File: config.mk
export PLATFORM = sky130hd
export DESIGN_NAME = arf124b192e1r1w0cbbehcaa4acw_init_wr_ctl
export DESIGN_NICKNAME = d
export VERILOG_FILES = /design/src/rtl/arf124b192e1r1w0cbbehcaa4acw_init_wr_ctl.sv
export SDC_FILE = /design/constraint.sdc
export NUM_CORES = 1
export LEC_CHECK = 0
export CAP_MARGIN = 10
export CORE_ASPECT_RATIO = 1.25
export CORE_MARGIN = 2
export CORE_UTILIZATION = 36
export CTS_CLUSTER_SIZE = 28
export DETAILED_ROUTE_END_ITERATION = 10
export GPL_ROUTABILITY_DRIVEN = 0
export MAX_ROUTING_LAYER = met4
export PLACE_DENSITY = 0.75
export SYNTH_ARGS = -nofsm -noshare
export SYNTH_HDL_FRONTEND = slang
export SYNTH_SLANG_ARGS = --single-unit
File: constraint.sdc
create_clock -name clk -period 1.5 [get_ports clk]
set_input_delay 0.3 -clock clk [delete_from_list [all_inputs] [get_ports clk]]
set_output_delay 0.3 -clock clk [all_outputs]
set_load 0.05 [all_outputs]
File: src/rtl/arf124b192e1r1w0cbbehcaa4acw_init_wr_ctl.sv
// ----------------------------------------------------------------------------
// arf124b192e1r1w0cbbehcaa4acw_init_wr_ctl
//
// Write-side front end for the 192 x 124 1R1W register file array.
//   - Re-synchronizes the deassertion of rstb (two-flop reset synchronizer).
//   - After reset, or on init_req while DONE, sweeps every entry with INIT_VAL.
//   - Once initialized, registers and forwards functional writes and reads.
//
// Ports
//   clk            : single clock
//   rstb           : async-assert, active-low reset (deassertion re-synced)
//   init_req       : one-cycle re-sweep request, honoured only in DONE
//   fn_wr_en/adr/data : functional write request
//   fn_rd_en/adr      : functional read request
//   arr_wr_en/adr/data: registered array write port
//   arr_wr_clk_en     : write clock-gate enable (same as arr_wr_en)
//   arr_rd_en/adr     : registered array read port
//   init_busy      : sweep in progress
//   init_done      : array initialized, functional traffic accepted
//   wr_drop        : one-cycle pulse, a functional request was discarded
// ----------------------------------------------------------------------------
module arf124b192e1r1w0cbbehcaa4acw_init_wr_ctl #(
    parameter int            DEPTH    = 192,
    parameter int            AW       = 8,
    parameter int            DW       = 124,
    parameter logic [DW-1:0] INIT_VAL = '0
) (
    input  logic          clk,
    input  logic          rstb,
    input  logic          init_req,
    input  logic          fn_wr_en,
    input  logic [AW-1:0] fn_wr_adr,
    input  logic [DW-1:0] fn_wr_data,
    input  logic          fn_rd_en,
    input  logic [AW-1:0] fn_rd_adr,
    output logic          arr_wr_en,
    output logic          arr_wr_clk_en,
    output logic [AW-1:0] arr_wr_adr,
    output logic [DW-1:0] arr_wr_data,
    output logic          arr_rd_en,
    output logic [AW-1:0] arr_rd_adr,
    output logic          init_busy,
    output logic          init_done,
    output logic          wr_drop
);

    typedef enum logic [1:0] {
        RST_WAIT = 2'd0,
        INIT     = 2'd1,
        DONE     = 2'd2
    } state_t;

    localparam logic [AW:0]   DEPTH_W = (AW+1)'(DEPTH);
    localparam logic [AW-1:0] LAST    = AW'(DEPTH - 1);

    // ------------------------------------------------------------------
    // Reset synchronizer: clears with rstb, sets on the 2nd edge after
    // release. Stands in for the doublesync_rstb cell.
    // ------------------------------------------------------------------
    logic [1:0] sync_pipe;
    logic       rs_q;

    always_ff @(posedge clk or negedge rstb) begin
        if (!rstb) sync_pipe <= 2'b00;
        else       sync_pipe <= {sync_pipe[0], 1'b1};
    end

    assign rs_q = sync_pipe[1];

    // ------------------------------------------------------------------
    // State and registered outputs
    // ------------------------------------------------------------------
    state_t        state, state_n;
    logic [AW-1:0] cnt, cnt_n;

    logic          wr_en_n, rd_en_n, busy_n, done_n, drop_n;
    logic [AW-1:0] wr_adr_n, rd_adr_n;
    logic [DW-1:0] wr_data_n;

    logic wr_ok, rd_ok, fn_any;

    assign wr_ok  = {1'b0, fn_wr_adr} < DEPTH_W;
    assign rd_ok  = {1'b0, fn_rd_adr} < DEPTH_W;
    assign fn_any = fn_wr_en | fn_rd_en;

    // cnt mirrors the address currently on arr_wr_adr during the sweep;
    // outputs are computed for the next cycle and registered, so the first
    // sweep write appears right after the edge that enters INIT.
    always_comb begin
        state_n   = state;
        cnt_n     = cnt;
        wr_en_n   = 1'b0;
        wr_adr_n  = '0;
        wr_data_n = '0;
        rd_en_n   = 1'b0;
        rd_adr_n  = '0;
        busy_n    = 1'b0;
        done_n    = 1'b0;
        drop_n    = 1'b0;

        case (state)
            RST_WAIT: begin
                drop_n = fn_any;
                if (rs_q) begin
                    state_n   = INIT;
                    cnt_n     = '0;
                    wr_en_n   = 1'b1;
                    wr_data_n = INIT_VAL;
                    busy_n    = 1'b1;
                end
            end

            INIT: begin
                // init_req is ignored here and not remembered.
                drop_n = fn_any;
                if (cnt == LAST) begin
                    // Counter saturates at LAST; it is reloaded on re-init.
                    state_n = DONE;
                    done_n  = 1'b1;
                end else begin
                    cnt_n     = cnt + 1'b1;
                    wr_en_n   = 1'b1;
                    wr_adr_n  = cnt + 1'b1;
                    wr_data_n = INIT_VAL;
                    busy_n    = 1'b1;
                end
            end

            DONE: begin
                if (init_req) begin
                    // Re-init wins over any same-cycle functional request.
                    state_n   = INIT;
                    cnt_n     = '0;
                    wr_en_n   = 1'b1;
                    wr_data_n = INIT_VAL;
                    busy_n    = 1'b1;
                    drop_n    = fn_any;
                end else begin
                    done_n = 1'b1;
                    if (fn_wr_en) begin
                        if (wr_ok) begin
                            wr_en_n   = 1'b1;
                            wr_adr_n  = fn_wr_adr;
                            wr_data_n = fn_wr_data;
                        end else begin
                            drop_n = 1'b1;
                        end
                    end
                    // Same-address read+write both go through; the array
                    // owns read-during-write behaviour.
                    if (fn_rd_en) begin
                        if (rd_ok) begin
                            rd_en_n  = 1'b1;
                            rd_adr_n = fn_rd_adr;
                        end else begin
                            drop_n = 1'b1;
                        end
                    end
                end
            end

            default: state_n = RST_WAIT;
        endcase
    end

    always_ff @(posedge clk or negedge rstb) begin
        if (!rstb) begin
            state <= RST_WAIT;
            cnt   <= '0;
        end else begin
            state <= state_n;
            cnt   <= cnt_n;
        end
    end

    always_ff @(posedge clk or negedge rstb) begin
        if (!rstb) begin
            arr_wr_en   <= 1'b0;
            arr_wr_adr  <= '0;
            arr_wr_data <= '0;
            arr_rd_en   <= 1'b0;
            arr_rd_adr  <= '0;
            init_busy   <= 1'b0;
            init_done   <= 1'b0;
            wr_drop     <= 1'b0;
        end else begin
            arr_wr_en   <= wr_en_n;
            arr_wr_adr  <= wr_adr_n;
            arr_wr_data <= wr_data_n;
            arr_rd_en   <= rd_en_n;
            arr_rd_adr  <= rd_adr_n;
            init_busy   <= busy_n;
            init_done   <= done_n;
            wr_drop     <= drop_n;
        end
    end

    assign arr_wr_clk_en = arr_wr_en;

endmodule
==> flow_metrics.py, run 1 <==
metrics = {
    "finish": {
        "nFillCells": 767,
        "final_net_count": 906,
        "drive_above_1_share_pct": 43.95,
        "syn2layout_area_growth_pct": 112.5,
        "utilization_pct": 78.70,
    },
    "yosys": {
        "async_reset_ff_share_pct": 100.0,
        "ys_seq_area_share_pct": 70.36,
        "synth_ff_type": "dfrtp_1",
        "ys_warn_count": 0,
        "synth_top_area_share_pct": 70.36,
        "synthCells": 406,
        "post_synth.cell_area_avg_um2": 13.75,
        "yosys.area.top_type": "dfrtp_1",
        "synthDistinctLibCells": 51,
        "synth_seq_cells": 157,
        "synth_edf_count": 0,
        "synth.cell_area_um2": 5584,
        "syn_nets": 556,
        "synthTopCellsByArea": "dfrtp_1 (70%), and2_1 (15%), buf_2 (1.3%)",
    },
    "critical_path": {
        "cp.arrival_ns": 2.00,
        "crit_required_ns": 1.79,
        "critPathCaptureType": "flip-flop",
        "path_class": "flip-flop to flip-flop",
        "start_kind": "flip-flop",
        "critical_path.max_fanout": 5,
    },
    "drt": {
        "drc": 0,
        "vias": 4609,
        "postRouteAntennaNets": 0,
        "vias_per_cell": 4.713,
        "drtIter0Drc": 249,
        "wl_per_cell_um": 21.86,
        "first_pass_iters": 4,
        "wl_um": 21380,
    },
    "job": {
        "max-cap-violations": 0,
    },
    "clocking": {
        "cts_buffer_depth": 2,
        "clock-sinks": 157,
        "insertion_delay_ns": 0.42,
        "cts_tree": "done",
        "htree_levels": 4,
        "cts-buffers-inserted": 17,
        "root_buffer": "clkbuf_16",
        "clk_pin_slew_ns": 0.07,
    },
    "power_and_ir_drop": {
        "p_comb_share_pct": 21.9,
        "seq_power_share_pct": 39.8,
        "power_density_nw_per_um2": 942.0,
        "clockPowerShare_pct": 38.3,
        "finalPower_w": 0.01118,
        "p_leak_nw": 5.428,
        "p_switching_w": 0.003176,
        "swShare_pct": 28.42,
        "internal_power_w": 0.008001,
        "worst_ir_drop_vdd_uv": 1059,
    },
    "place": {
        "port_buffers": 290,
        "dp_hpwl_um": 13860,
    },
    "status": {
        "violations": "negative setup slack",
        "outcome": "finished, violations left",
    },
    "timing": {
        "setup_viol": 141,
        "rsz0062_at_grt": "yes",
        "tns_ns": -19.48,
        "setup_ws_ns": -0.2081,
        "drv_slew": 0,
        "fin_crit_sh_pct": 113.9,
        "fmaxAchievable_ghz": 0.5854,
        "fin_skew_ns": 0.01245,
        "period_needed_ns": 1.708,
        "hold_viol": 0,
    },
    "global_route": {
        "overflow": 0,
        "grt_pass1_vias": 4877,
        "grt_use_total_pct": 24.87,
        "grt_first_pass_wirelength_um": 29060,
        "grt_max_degree": 38,
        "antenna_found_initial": 1,
    },
    "floorplanning": {
        "core_area_um2": 15080,
        "num_io_pins": 291,
        "die_w_um": 115.4,
        "die_h_um": 143.2,
        "fp-row-count": 50,
        "start_util_pct": 37.04,
        "die_area_um2": 16530,
    },
    "min_path": {
        "hp-class": "input port to asynchronous set/reset pin",
    },
}
critical path, stage by stage (launching register included):
cell and delay (ns):
dfrtp_1 0.40, inv_2 0.09, ha_4 0.18, nor2b_4 0.14
nor3b_4 0.33, nand2_4 0.12, a221o_1 0.31
placed cells by master, fill, tap and decap left out, types with 5 or more instances in the layout:
master	netlist	routed
and2_1	135	76
buf_16	0	7
buf_4	3	33
buf_12	0	155
clkdlybuf4s50_1	0	143
nand3_1	5	5
and2_4	0	59
buf_6	0	8
dfrtp_1	157	156
clkbuf_16	0	21
ha_4	0	5
nand2_1	9	6
nand3b_1	5	5
cell type report:
type                    instances  area [um2]  area share, %
diodes                          1       2.502        0.02109
well taps                     208       260.3          2.193
clock inverters                14       151.4          1.276
multi-input cells             225        1891          15.93
repair buffers                352        5190          43.74
inverters                       3       11.26        0.09491
clock buffers                  18       429.2          3.617
flip-flops and latches        157        3930          33.12
state kept, by name (all words and copies together) (netlist names):
| name | cells |
|---|---|
| arr_rd_adr | 8 |
| arr_rd_en | 1 |
| arr_wr_adr | 8 |
| arr_wr_clk_en | 1 |
| arr_wr_data | 124 |
| cnt | 8 |
| init_busy | 1 |
| init_done | 1 |
| state | 2 |
| sync_pipe | 2 |
| wr_drop | 1 |
final timing paths:
check                           depth (start not counted)          endpoint         start  slack, ns
worst max-delay path                                    6            cnt[3]      state[0]      -0.21
worst min-delay path                                    2     arr_rd_adr[4]          rstb       0.35
worst max register to register                          6            cnt[3]      state[0]      -0.21
worst min register to register                          0      sync_pipe[1]  sync_pipe[0]       0.36
max in group asynchronous                               3  arr_wr_data[117]          rstb       0.60
min in group clk                                        0      sync_pipe[1]  sync_pipe[0]       0.36
routing by layer:
layer | part of all wire [%] | vias up | wire length (um) | track usage [%]
li1 | - | 2015 | - | -
met1 | 36 | 2349 | 7632 | 26.36
met2 | 54 | 197 | 11620 | 42.78
met3 | 6.1 | 48 | 1304 | 6.919
met4 | 3.9 | 0 | 827 | 11.41
met5 | 0 | - | 0 | -
logic make-up (layout without fill, tap and decap cells):
family                     count (synthesis)  after routing  synth area share [%]
AOI/OAI and AO/OA                         36             36                 5.199
xor gates and xnor gates                   4              4                0.6275
adders and majority gates                  5              5                 1.120
buffers and inverters                     24            387                 2.151
DFF                                      157            157                 70.36
muxes                                      1              1                0.2016
other                                      1              2               0.06715
and+or+nand+nor                          178            178                 20.28
Yosys cell counts, drive strengths merged (3+ instances only):
cell     instances
clkbuf           3
buf             18
a21oi            5
nor3b            3
nand2           10
dfrtp          157
o2bb2ai          4
nand3b           5
nor2b            5
o21ai            6
inv              3
a22oi            3
ha               5
nor2             4
and2           135
nand3            6
power groups by stage:
stage / Clock [W] / Combinational, W / Sequential, W
after floorplan: 0 / 0.000636 / 0.00468
after global placement: 0 / 0.00192 / 0.00451
after global routing: 0.00454 / 0.00257 / 0.00446
after CTS: 0.00433 / 0.00222 / 0.00445
after detailed placement: 0 / 0.00198 / 0.00451
final: 0.00428 / 0.00245 / 0.00445
metrics by stage:
| step | instance area (um2) | cells | worst slack, ns | hold slack, ns |
|---|---|---|---|---|
| 2_1_floorplan | 5607 | 406 | -0.02913 | 0.004409 |
| 3_3_place_gp | 10440 | 918 | -0.3439 | 0.2289 |
| 3_5_place_dp | 10440 | 918 | -0.4255 | 0.2297 |
| 4_1_cts | 11460 | 968 | -0.1424 | 0.3516 |
| 5_1_grt | 11870 | 978 | -0.2445 | 0.3570 |
| 6_report | 11870 | 978 | -0.2081 | 0.3473 |
timing repair:
item	4_1_cts	5_1_grt
cloned	7	4
pin swaps	18	53
resized for setup	42	80
endpoints found under the hold margin	28	0
hold buffers	1	0
setup buffers	11	7
endpoints found under the setup margin	148	153
Power figures use the tool's default switching activity.
==> run 2: changes to the inputs <==
--- a/config.mk
+++ b/config.mk
@@ -14,6 +14,7 @@
 export GPL_ROUTABILITY_DRIVEN = 0
 export MAX_ROUTING_LAYER = met4
 export PLACE_DENSITY = 0.75
+export SETUP_SLACK_MARGIN = 0.5
 export SYNTH_ARGS = -nofsm -noshare
 export SYNTH_HDL_FRONTEND = slang
 export SYNTH_SLANG_ARGS = --single-unit
==> run 2 against run 1 <==
The flow still finishes with violations (negative setup slack). Non-clock buffer count is 8 lower. Via count down 1.6%. Clock skew fell by 0.0049 ns. Core utilization decreased by 1.9 points. Critical path type unchanged. Largest cell class unchanged.
==> flow_metrics.py, run 2 (same netlist as run 1, synthesis figures left out) <==
metrics = {
    "status": {
        "outcome": "finished, violations left",
        "violations": "negative setup slack",
    },
    "drt": {
        "wl_per_cell_um": 20.36,
        "wl_um": 19730,
        "wl_met1_um": 6949,
        "drc": 0,
        "vias": 4535,
        "vias_per_cell": 4.680,
        "dr_wl_met2_um": 11020,
        "maxUsedRoutingLayer": "met4",
        "drtIter0Drc": 296,
        "postRouteAntennaNets": 0,
        "first_pass_iters": 5,
        "dr_wl_met3_um": 1199,
    },
    "global_route": {
        "grt_max_degree": 60,
        "antenna_found_initial": 0,
        "overflow": 0,
        "grt_pass1_vias": 4832,
        "grt_use_total_pct": 23.60,
        "grt_first_pass_wirelength_um": 27830,
    },
    "finish": {
        "finalNonFillerCells": 969,
        "final_common_cell": "dfrtp_1",
        "nFillCells": 820,
        "area.sequential_um2": 3931,
        "drive_above_1_share_pct": 38.37,
        "largest-register": "arr_wr_data",
        "largest_reg_flops": 124,
        "n_antenna_cell": 0,
        "stdcell_area_um2": 11580,
        "syn2layout_area_growth_pct": 107.4,
        "final_cell_mix": "dfrtp_1 (155), buf_12 (154), clkdlybuf4s50_1 (143)",
        "final_net_count": 898,
        "multiInputGateArea_um2": 1799,
    },
    "power_and_ir_drop": {
        "p_leak_nw": 5.286,
        "clockPowerShare_pct": 37.3,
        "finalPower_w": 0.01085,
        "seq_power_share_pct": 41.0,
        "power_density_nw_per_um2": 937.4,
        "p_comb_share_pct": 21.7,
        "internal_power_w": 0.007877,
        "swShare_pct": 27.43,
        "p_switching_w": 0.002977,
        "worst_ir_drop_vdd_uv": 679.5,
    },
    "place": {
        "placed_area_um2": 10470,
        "dp_hpwl_um": 13970,
        "port_buffers": 290,
        "place_inst": 918,
    },
    "critical_path": {
        "crit_required_ns": 1.80,
        "critPathCaptureType": "flip-flop",
        "path_class": "flip-flop to flip-flop",
        "start_kind": "flip-flop",
        "cp.arrival_ns": 1.98,
        "critical_path.max_fanout": 5,
    },
    "floorplanning": {
        "die_w_um": 115.4,
        "fp-row-count": 50,
        "die_area_um2": 16530,
        "num_io_pins": 291,
        "core_area_um2": 15080,
        "die_h_um": 143.2,
        "start_util_pct": 37.04,
    },
    "timing": {
        "setup_viol": 139,
        "fin_crit_sh_pct": 111.6,
        "rsz0062_at_grt": "yes",
        "fmaxAchievable_ghz": 0.5973,
        "period_needed_ns": 1.674,
        "whs_ns": 0.3619,
        "fin_skew_ns": 0.007585,
        "hold_viol": 0,
        "drv_slew": 0,
        "setup_ws_ns": -0.1742,
    },
    "clocking": {
        "htree_levels": 4,
        "cts-buffers-inserted": 17,
        "cts_tree": "done",
        "clock-sinks": 157,
        "cts_buffer_depth": 2,
        "clk_pin_slew_ns": 0.06,
        "root_buffer": "clkbuf_16",
        "insertion_delay_ns": 0.42,
    },
    "job": {
        "max-cap-violations": 0,
    },
    "min_path": {
        "hp-class": "input port to asynchronous set/reset pin",
    },
}
run 2: cell types whose count changed in the layout (fill, tap and decap cells not counted), moves of 3 or more:
cell	change
clkinv_2	+4
clkinvlp_4	+3
buf_16	-4
and2_1	+44
and2_4	-44
run 2: through the flow:
step	setup TNS (ns)	setup WS, ns	util, %
floorplan	-0.05807	-0.02913	-
global placement	-32.06	-0.2855	69.44
detailed placement	-40.96	-0.3608	69.44
CTS	-8.710	-0.1035	74.71
global route	-20.61	-0.2090	76.81
finish	-15.05	-0.1742	76.81
run 2: path summary, 6_finish.rpt:
kind                               from               end  slack (ns)  cells past startpoint
max                            state[1]            cnt[3]       -0.17                      6
min                                rstb   arr_wr_data[21]        0.36                      2
max reg2reg                    state[1]            cnt[3]       -0.17                      6
min reg2reg                sync_pipe[0]      sync_pipe[1]        0.38                      0
max in group asynchronous          rstb  arr_wr_data[118]        0.60                      3
min in group clk           sync_pipe[0]      sync_pipe[1]        0.38                      0
run 2: power by group through the flow:
stage / logic [W] / clock network, W / registers [W]
floorplan: 0.000640 / 0 / 0.00468
global placement: 0.00189 / 0 / 0.00451
detailed placement: 0.00196 / 0 / 0.00452
CTS: 0.00210 / 0.00415 / 0.00444
global route: 0.00247 / 0.00432 / 0.00445
finish: 0.00236 / 0.00405 / 0.00445
run 2: layer usage:
| metal | global-route usage (%) | up-vias |
|---|---|---|
| met5 | - | - |
| met4 | 8.117 | 0 |
| met3 | 5.390 | 50 |
| met2 | 42.51 | 241 |
| met1 | 25.24 | 2253 |
| li1 | - | 1991 |
run 2: what timing repair did:
item,CTS,global route
endpoints found under the hold margin,30,0
cloned,2,3
pin swaps,15,22
hold buffers,1,0
endpoints found under the setup margin,301,336
buffers inserted,5,8
gates resized for setup,29,41
run 2: critical path, stage by stage, from the launching register on:
cell and delay [ns]:
dfrtp_2 0.42, inv_2 0.09, ha_2 0.22, nand2b_4 0.09, nor3b_4 0.31, nand2_4 0.12, a221o_1 0.31
run 2: layout make-up:
| cell class | instances | share of cell area, % |
|---|---|---|
| inverters | 3 | 0.09724 |
| multi-input cells | 225 | 15.54 |
| repair buffers | 344 | 43.34 |
| clock buffers | 18 | 3.793 |
| well taps | 208 | 2.247 |
| flip-flops and latches | 157 | 33.95 |
| clock inverters | 14 | 1.037 |
==> run 3: changes to the inputs <==
--- a/config.mk
+++ b/config.mk
@@ -6,14 +6,16 @@
 export NUM_CORES = 1
 export LEC_CHECK = 0
 export CAP_MARGIN = 10
+export CELL_PAD_IN_SITES_DETAIL_PLACEMENT = 1
+export CELL_PAD_IN_SITES_GLOBAL_PLACEMENT = 2
 export CORE_ASPECT_RATIO = 1.25
 export CORE_MARGIN = 2
-export CORE_UTILIZATION = 36
+export CORE_UTILIZATION = 24
 export CTS_CLUSTER_SIZE = 28
 export DETAILED_ROUTE_END_ITERATION = 10
 export GPL_ROUTABILITY_DRIVEN = 0
 export MAX_ROUTING_LAYER = met4
-export PLACE_DENSITY = 0.75
+export PLACE_DENSITY = 0.77
 export SETUP_SLACK_MARGIN = 0.5
 export SYNTH_ARGS = -nofsm -noshare
 export SYNTH_HDL_FRONTEND = slang
==> constraint.sdc (replaced) <==
create_clock -name clk -period 1.75 [get_ports clk]
set_input_delay 0.35 -clock clk [delete_from_list [all_inputs] [get_ports clk]]
set_output_delay 0.35 -clock clk [all_outputs]
set_load 0.05 [all_outputs]
==> run 3 against run 2 <==
The flow now finishes without violations. Non-clock buffer count grew 3. Cell count grew 8.6%. Critical path depth shrank 1. Largest power group unchanged. Design area shrank 8.0%. Critical path type unchanged.
==> flow_metrics.py, run 3 (same netlist as run 1, synthesis figures left out) <==
metrics = {
    "timing": {
        "tns_ns": 0,
        "setup_viol": 0,
        "fin_skew_ns": 0.007468,
        "whs_ns": 0.3608,
        "fin_crit_sh_pct": 95.00,
        "period_needed_ns": 1.662,
        "hold_viol": 0,
        "fmaxAchievable_ghz": 0.6015,
        "setup_ws_ns": 0.08754,
        "drv_slew": 0,
        "rsz0062_at_grt": "yes",
    },
    "power_and_ir_drop": {
        "p_leak_nw": 5.089,
        "p_comb_share_pct": 19.5,
        "p_switching_w": 0.002621,
        "internal_power_w": 0.006486,
        "power_density_nw_per_um2": 854.4,
        "worst_ir_drop_vdd_uv": 630.6,
        "clockPowerShare_pct": 39.0,
        "swShare_pct": 28.78,
        "seq_power_share_pct": 41.4,
    },
    "finish": {
        "final_cell_mix": "buf_6 (158), dfrtp_1 (156), clkdlybuf4s50_1 (143)",
        "n_antenna_cell": 0,
        "nFillCells": 2322,
        "final_net_count": 901,
        "syn2layout_area_growth_pct": 90.88,
        "drive_above_1_share_pct": 42.02,
        "area.sequential_um2": 3930,
        "finalNonFillerCells": 1052,
        "largest-register": "arr_wr_data",
        "utilization_pct": 46.58,
        "largest_reg_flops": 124,
        "multiInputGateArea_um2": 1844,
        "final_common_cell": "buf_6",
    },
    "drt": {
        "drc": 0,
        "drtIter0Drc": 103,
        "vias": 4431,
        "wl_per_cell_um": 20.21,
        "vias_per_cell": 4.212,
        "first_pass_iters": 4,
        "postRouteAntennaNets": 0,
        "wl_um": 21260,
    },
    "min_path": {
        "hold_start": "sync_pipe[0]",
        "hp-class": "flip-flop to flip-flop",
        "hold_end": "sync_pipe[1]",
        "hold_depth": 0,
    },
    "floorplanning": {
        "num_io_pins": 291,
        "die_h_um": 174.5,
        "fp-row-count": 62,
        "start_util_pct": 24.40,
        "core_area_um2": 22880,
        "die_w_um": 140.4,
        "die_area_um2": 24510,
    },
    "global_route": {
        "overflow": 0,
        "grt_pass1_vias": 5006,
        "grt_first_pass_wirelength_um": 29270,
        "antenna_found_initial": 0,
        "grt_max_degree": 52,
        "grt_use_total_pct": 16.41,
    },
    "critical_path": {
        "reg2reg_to": "cnt[3]",
        "cp.arrival_ns": 1.96,
        "critPathMaxStageDelay_ns": 0.45,
        "critPathCaptureType": "flip-flop",
        "worst-path-buf-inv": 0,
        "cp_cell_sequence": "ha_4 > nor2b_4 > nor3b_4 > nand2_4 > a221o_1",
        "slowest_stage": "dfrtp_2",
        "r2r_slack_ns": 0.09,
        "critical_path.max_fanout": 5,
        "crit_required_ns": 2.05,
        "path_class": "flip-flop to flip-flop",
        "r2r_cells": 5,
        "start_kind": "flip-flop",
        "rr_startpoint": "state[1]",
        "critPathTopFamily": "simple AND/OR/NAND/NOR gates",
    },
    "status": {
        "outcome": "finished clean",
    },
    "clocking": {
        "htree_levels": 4,
        "cts-buffers-inserted": 17,
        "clock-sinks": 157,
        "cts_buffer_depth": 2,
        "cts_tree": "done",
        "insertion_delay_ns": 0.42,
        "clk_pin_slew_ns": 0.07,
        "root_buffer": "clkbuf_16",
    },
    "place": {
        "port_buffers": 290,
        "pre_cts_slack_ns": -0.1949,
        "place_inst": 984,
        "dp_hpwl_um": 13380,
    },
    "job": {
        "max-cap-violations": 0,
    },
}
==> run 3: layer usage <==
layer	GRT usage (%)	up-vias	part of all wire (%)
met5	-	-	0
li1	-	2000	-
met3	4.545	22	5.0
met4	4.672	0	1.5
met1	17.11	2248	37
met2	30.09	161	57
==> run 3: repair_timing <==
item | 4_1_cts | 5_1_grt
gates resized for setup | 27 | 226
hold buffers | 1 | 0
setup buffers | 12 | 8
endpoints found under the setup margin | 301 | 301
gates cloned | 6 | 9
pin swaps | 5 | 62
hold endpoints to repair | 33 | 0
==> run 3: worst max path at each step <==
stage / to / slack [ns] / cells after the start / startpoint
5_1_grt: cnt[3] / 0.02 / 5 / state[1]
4_1_cts: cnt[3] / 0.13 / 7 / state[0]
2_1_floorplan: arr_wr_clk_en / 0.22 / 6 / cnt[0]
3_3_place_gp: arr_wr_adr[0] / -0.16 / 6 / init_req
6_report: cnt[3] / 0.09 / 5 / state[1]
3_5_place_dp: cnt[3] / -0.19 / 6 / init_req
==> run 3: worst register-to-register path, cell delays in order (launching register included) <==
cell and delay, ns:
dfrtp_2 0.45, ha_4 0.19, nor2b_4 0.14, nor3b_4 0.33
nand2_4 0.12, a221o_1 0.32
==> run 3: area by class of cell <==
| cell class | count | area share [%] |
|---|---|---|
| Clock inverter | 14 | 1.221 |
| Tap cell | 288 | 3.381 |
| Clock buffer | 18 | 4.026 |
| Timing Repair Buffer | 347 | 37.09 |
| Multi-Input combinational cell | 225 | 17.30 |
| Sequential cell | 157 | 36.87 |
| Inverter | 3 | 0.1056 |
==> run 3: metrics by stage <==
stage	power [W]	area (um2)
finish	0.009107	10660
global route	0.009502	10660
CTS	0.009059	9557
detailed placement	0.005286	8612
global placement	0.005257	8612
floorplan	0.004560	5612
==> run 3: power by group through the flow <==
stage	clock network (W)	registers, W	logic (W)
6_report	0.00355	0.00377	0.00178
5_1_grt	0.00382	0.00378	0.00190
4_1_cts	0.00368	0.00376	0.00162
3_5_place_dp	0	0.00384	0.00145
3_3_place_gp	0	0.00384	0.00142
2_1_floorplan	0	0.00401	0.000546
